### config.mk
export PLATFORM = sky130hd
export DESIGN_NAME = psum_accumulator
export DESIGN_NICKNAME = d
export VERILOG_FILES = /design/src/rtl/psum_accumulator.sv
export SDC_FILE = /design/constraint.sdc
export NUM_CORES = 2
export LEC_CHECK = 0
export ABC_AREA = 1
export CORE_MARGIN = 1
export CORE_UTILIZATION = 45
export CTS_CLUSTER_DIAMETER = 120
export DETAILED_ROUTE_END_ITERATION = 8
export PLACE_DENSITY = 0.72
export SLEW_MARGIN = 20
export SYNTH_ARGS = -nofsm -noshare
export SYNTH_HDL_FRONTEND = slang
export SYNTH_SLANG_ARGS = --single-unit
### constraint.sdc
create_clock -name clk -period 3.15 [get_ports clk]
set_input_delay 0.945 -clock clk [delete_from_list [all_inputs] [get_ports clk]]
set_output_delay 0.945 -clock clk [all_outputs]
set_load 0.05 [all_outputs]
### src/rtl/psum_accumulator.sv
// rtl/psum_accumulator.sv - per-lane partial-sum accumulator with saturating row output
module psum_accumulator #(
  parameter int DATA_WIDTH = 16,
  parameter int TILE_SIZE  = 16,
  parameter int ACC_WIDTH  = 32
) (
  input  logic                            clk,
  input  logic                            rst_n,
  input  logic                            cfg_start,
  input  logic [6:0]                      cfg_num_ktiles,
  input  logic [7:0]                      cfg_num_rows,
  input  logic                            cfg_mode,
  input  logic                            tile_valid,
  input  logic [TILE_SIZE*DATA_WIDTH-1:0] tile_data,
  output logic                            hold,
  output logic                            out_valid,
  input  logic                            out_ready,
  output logic [TILE_SIZE*DATA_WIDTH-1:0] out_data,
  output logic                            out_mode,
  output logic                            out_last,
  output logic                            busy,
  output logic                            job_done,
  output logic [1:0]                      err_flags
);

  typedef enum logic [1:0] {
    IDLE   = 2'd0,
    ACCUM  = 2'd1,
    OUTPUT = 2'd2
  } state_t;

  // Saturation bounds expressed at accumulator width so the compare is a plain signed compare.
  localparam logic signed [ACC_WIDTH-1:0] SAT_MAX =
    {{(ACC_WIDTH-DATA_WIDTH+1){1'b0}}, {(DATA_WIDTH-1){1'b1}}};
  localparam logic signed [ACC_WIDTH-1:0] SAT_MIN =
    {{(ACC_WIDTH-DATA_WIDTH+1){1'b1}}, {(DATA_WIDTH-1){1'b0}}};

  state_t                           state_q, state_d;
  logic [6:0]                       num_ktiles_q;
  logic [7:0]                       num_rows_q;
  logic                             mode_q;
  logic [6:0]                       ktile_cnt;
  logic [7:0]                       row_cnt;
  logic signed [ACC_WIDTH-1:0]      acc [TILE_SIZE];
  logic signed [ACC_WIDTH-1:0]      sum [TILE_SIZE];
  logic [TILE_SIZE*DATA_WIDTH-1:0]  sat_vec;
  logic [TILE_SIZE*DATA_WIDTH-1:0]  out_data_q;
  logic                             clip;
  logic [1:0]                       err_q;
  logic                             job_done_q;

  logic start_acc;
  logic beat;
  logic final_beat;
  logic drop;
  logic handshake;
  logic row_is_last;

  assign row_is_last = (row_cnt == num_rows_q - 8'd1);
  assign out_data    = out_data_q;
  assign out_mode    = mode_q;
  assign out_last    = out_valid && row_is_last;
  assign err_flags   = err_q;
  assign job_done    = job_done_q;

  // Per-lane running sum including the current beat, and its saturated DATA_WIDTH image.
  always_comb begin
    clip    = 1'b0;
    sat_vec = '0;
    for (int i = 0; i < TILE_SIZE; i++) begin
      sum[i] = acc[i] + {{(ACC_WIDTH-DATA_WIDTH){tile_data[i*DATA_WIDTH+DATA_WIDTH-1]}},
                         tile_data[i*DATA_WIDTH +: DATA_WIDTH]};
      if (sum[i] > SAT_MAX) begin
        sat_vec[i*DATA_WIDTH +: DATA_WIDTH] = SAT_MAX[DATA_WIDTH-1:0];
        clip = 1'b1;
      end else if (sum[i] < SAT_MIN) begin
        sat_vec[i*DATA_WIDTH +: DATA_WIDTH] = SAT_MIN[DATA_WIDTH-1:0];
        clip = 1'b1;
      end else begin
        sat_vec[i*DATA_WIDTH +: DATA_WIDTH] = sum[i][DATA_WIDTH-1:0];
      end
    end
  end

  // State register.
  always_ff @(posedge clk or negedge rst_n) begin
    if (!rst_n) state_q <= IDLE;
    else        state_q <= state_d;
  end

  // Next-state decode plus the per-cycle event strobes the datapath consumes.
  always_comb begin
    state_d    = state_q;
    start_acc  = 1'b0;
    beat       = 1'b0;
    final_beat = 1'b0;
    drop       = 1'b0;
    handshake  = 1'b0;
    hold       = 1'b0;
    out_valid  = 1'b0;
    busy       = 1'b1;
    case (state_q)
      IDLE: begin
        busy = 1'b0;
        if (cfg_start) begin
          start_acc = 1'b1;
          state_d   = ACCUM;
        end
      end
      ACCUM: begin
        if (tile_valid) begin
          beat = 1'b1;
          if (ktile_cnt == num_ktiles_q - 7'd1) begin
            final_beat = 1'b1;
            state_d    = OUTPUT;
          end
        end
      end
      OUTPUT: begin
        hold      = 1'b1;
        out_valid = 1'b1;
        drop      = tile_valid;
        if (out_ready) begin
          handshake = 1'b1;
          state_d   = row_is_last ? IDLE : ACCUM;
        end
      end
      default: begin
        busy    = 1'b0;
        state_d = IDLE;
      end
    endcase
  end

  // Job configuration, zero counts promoted to one so every job produces at least one beat/row.
  always_ff @(posedge clk or negedge rst_n) begin
    if (!rst_n) begin
      num_ktiles_q <= 7'd0;
      num_rows_q   <= 8'd0;
      mode_q       <= 1'b0;
    end else if (start_acc) begin
      num_ktiles_q <= (cfg_num_ktiles == 7'd0) ? 7'd1 : cfg_num_ktiles;
      num_rows_q   <= (cfg_num_rows == 8'd0) ? 8'd1 : cfg_num_rows;
      mode_q       <= cfg_mode;
    end
  end

  // K-tile and row counters.
  always_ff @(posedge clk or negedge rst_n) begin
    if (!rst_n) begin
      ktile_cnt <= 7'd0;
      row_cnt   <= 8'd0;
    end else if (start_acc) begin
      ktile_cnt <= 7'd0;
      row_cnt   <= 8'd0;
    end else if (beat) begin
      ktile_cnt <= ktile_cnt + 7'd1;
    end else if (handshake && !row_is_last) begin
      ktile_cnt <= 7'd0;
      row_cnt   <= row_cnt + 8'd1;
    end
  end

  // Lane accumulators: cleared at job start and after each accepted non-final row.
  always_ff @(posedge clk or negedge rst_n) begin
    if (!rst_n) begin
      for (int i = 0; i < TILE_SIZE; i++) acc[i] <= '0;
    end else if (start_acc || (handshake && !row_is_last)) begin
      for (int i = 0; i < TILE_SIZE; i++) acc[i] <= '0;
    end else if (beat) begin
      for (int i = 0; i < TILE_SIZE; i++) acc[i] <= sum[i];
    end
  end

  // Result register captured on the final K-tile beat and held through the handshake.
  always_ff @(posedge clk or negedge rst_n) begin
    if (!rst_n)          out_data_q <= '0;
    else if (final_beat) out_data_q <= sat_vec;
  end

  // Sticky error flags and the end-of-job pulse.
  always_ff @(posedge clk or negedge rst_n) begin
    if (!rst_n) begin
      err_q      <= 2'b00;
      job_done_q <= 1'b0;
    end else begin
      job_done_q <= handshake && row_is_last;
      if (start_acc) begin
        err_q <= 2'b00;
      end else begin
        if (final_beat && clip) err_q[0] <= 1'b1;
        if (drop)               err_q[1] <= 1'b1;
      end
    end
  end

endmodule
==> results.yml <==
yosys:
  ys.flop_type: "dfrtp_1"
  yosysUniqueCellTypes: 63
  netlist_top_cells_area: "dfrtp_1 30%, nand2_1 19%, ha_1 9.3%"
  netlist.area_leader.share_pct: 29.5
  synthXorXnorAreaFrac_pct: 3.37
  avgSynthCellArea_um2: 6.67
  synth.net_count: 11023
  synth_top_family_by_area: "simple AND/OR/NAND/NOR gates"
  synth_compound_area_share_pct: 15.4
  synth_edf_count: 0
  synth_top_cell_by_area: "dfrtp_1"
  synth_mux_area_share_pct: 0
  syn_inst: 10225
  synthesis.area_mm2: 0.0682
  synthAdderAreaFrac_pct: 9.74
  ys.warnings.count: 0
  yosys_register_bits: 804
  async_reset_ff_share_pct: 100
  yosys.area_share.simple_pct: 33.5
  yosysSeqAreaShare_pct: 29.5
clock_network:
  clock_latency_ns: 0.76
  cts_tree: "done"
  clockBufferDepth: 3
  cts.sinks: 804
  numCtsBuffers: 96
  clk_pin_slew_worst_paths_ns: 0.06
  cts-root-buf: "clkbuf_16"
  htree_num_levels: 3
floorplanning:
  start_util_pct: 45.4
  dieArea_mm2: 0.153
  die_w_um: 391
  pin_count: 541
  rows: 142
  core_mm2: 0.150
  die_y_um: 391
global_routing:
  grt_start_max_net_pins: 75
  track_usage_pct: 36.3
  grt_antenna_before_repair: 54
  grt_pass1_wl_um: 442000
  grt_pass1_vias: 80332
  grt-ovfl-total: 0
sta:
  post-route-period-util_pct: 110
  fmax_ghz: 0.289
  min_period_ns: 3.46
  max_slew_margin_pct: 45.0
  hold_viol_final: 0
  slew_violations: 0
  rsz0062_at_grt: "yes"
  setup_violations: 80
  hold_slack_ns: 0.125
  worst_pin_slew_ns: 0.822
  skew_ns: 0.0466
  layout_setup_ws_ns: -0.307
drt:
  vias: 83604
  drt_iter0_drc: 6822
  dr.pass1.iters: 8
  wire_per_inst_um: 20.3
  wl_um: 305000
  via_per_inst: 5.56
  post-route-drc-count: 0
  drtAntennaViolNets: 0
cells_and_area:
  fin_util_pct: 74.6
  final_common_cell: "nand2_1"
  final_cell_mix: "2733 x nand2_1, 1999 x buf_4, 1153 x inv_1"
  area_growth_pct: 64.2
  drive_gt1_share_pct: 39.1
  nets: 13704
critical_path:
  timing.rr.end: "err_flags[0]"
  ff2ff_path_depth: 24
  cp_slowest_cell: "dfrtp_1"
  cp-end-kind: "output port"
  crit_path_max_incr_delay_ns: 0.39
  path_buf_inv: 2
  cp_max_fo: 3
  cp-start-kind: "register"
  r2r-start: "acc[352]"
  path_cells: "inv_2, ha_4, xnor2_2, a21oi_1, o21ai_1, a211oi_1, nand4_1, nor2_2, buf_12"
  r2r_setup_slack_ns: -0.29
  crit_arrival_ns: 2.51
  path_class: "register to output port"
  required_ns: 2.20
  cp_top_family: "simple AND/OR/NAND/NOR gates"
job:
  max_cap_violations: 0
place:
  port_buffers: 540
  hpwlAfterDp_um: 214000
  place_congestion: 1.03
  place_ws_ns: -1.92
hold_path:
  min_path_type: "primary input to async pin"
power:
  cellPowerDensity_mw_per_mm2: 926
  ir_worst_vdd_mv: 0.851
  p_leak_nw: 56.3
run_status:
  violations: "setup timing"
  outcome: "finished, violations left"
area by class of cell:
cell class | instances | area [um2]
Antenna cell | 42 | 105
Clock buffer | 121 | 2640
Clock inverter | 53 | 786
Fill cell | 11117 | 38200
Inverter | 1270 | 4840
Multi-Input combinational cell | 7969 | 56800
Sequential cell | 804 | 20100
Tap cell | 2016 | 2520
Timing Repair Buffer | 2761 | 24100
Timing Repair inverter | 4 | 28.8
through the flow:
stage,cells,instance area (um2),power [mW],TNS [ns]
2_1_floorplan,10225,68400,47.6,-0.0565
3_3_place_gp,14443,90100,72.9,-311.54
3_5_place_dp,14443,90100,73.7,-321.68
4_1_cts,14830,103000,93.7,-5.13
5_1_grt,15026,112000,109,-18.40
6_report,15040,112000,104,-6.05
sequential cells by signal, indices dropped and copies added, names as in the netlist:
signal,flops
job_done,1
state_q,2
row_cnt,8
acc,512
out_data,256
ktile_cnt,7
err_flags,2
num_rows_q,8
num_ktiles_q,7
out_mode,1
synthesized netlist by cell type, types with 194 or more instances:
library cell	instances
a21oi_1	527
a22o_1	205
a2bb2oi_1	194
dfrtp_1	804
ha_1	505
inv_1	1237
nand2_1	3426
nand3_1	561
nand4_1	202
nor2_1	919
o21ai_0	462
xor2_1	212
cells by family after synthesis:
kind of cell             Yosys count
XOR/XNOR                         260
buffers and inverters           1452
flip-flops                       804
AND/OR/NAND/NOR                 5476
adder cells (fa/ha/maj)          521
AO/OA/AOI/OAI                   1712
power breakdown:
| group | switching, mW | total [mW] | internal [mW] |
|---|---|---|---|
| clock | 5.17 | 12.5 | 7.34 |
| sequential | 3.65 | 17.6 | 14.0 |
| combinational | 41.4 | 73.5 | 32.1 |
| total | 50.2 | 104 | 53.4 |
what timing repair did:
item                                    in CTS  in global routing
endpoints found under the setup margin     246                249
pin swaps                                  414                782
gates resized for setup                   1699               1967
buffers inserted                           193                187
hold buffers                                 0                  0
gates cloned                                25                  6
worst max-delay path by stage:
stage,start,endpoint,slack (ns),cells past startpoint
2_1_floorplan,tile_data[128],err_flags[0],-0.06,24
3_3_place_gp,tile_data[15],err_flags[0],-1.94,22
3_5_place_dp,tile_data[15],err_flags[0],-1.92,22
4_1_cts,tile_data[12],err_flags[0],-0.39,25
5_1_grt,tile_data[121],err_flags[0],-0.45,24
6_report,num_rows_q[0],out_last,-0.31,9
per-layer routing:
metal,part of all wire [%],vias to the layer above,GRT usage (%)
met4,5.2,20,15.4
met3,7.7,976,5.99
li1,-,38991,-
met5,0.058,-,0
met2,46,3572,59.0
met1,41,40045,47.5
Note: power is estimated with default switching activity, not from simulation.
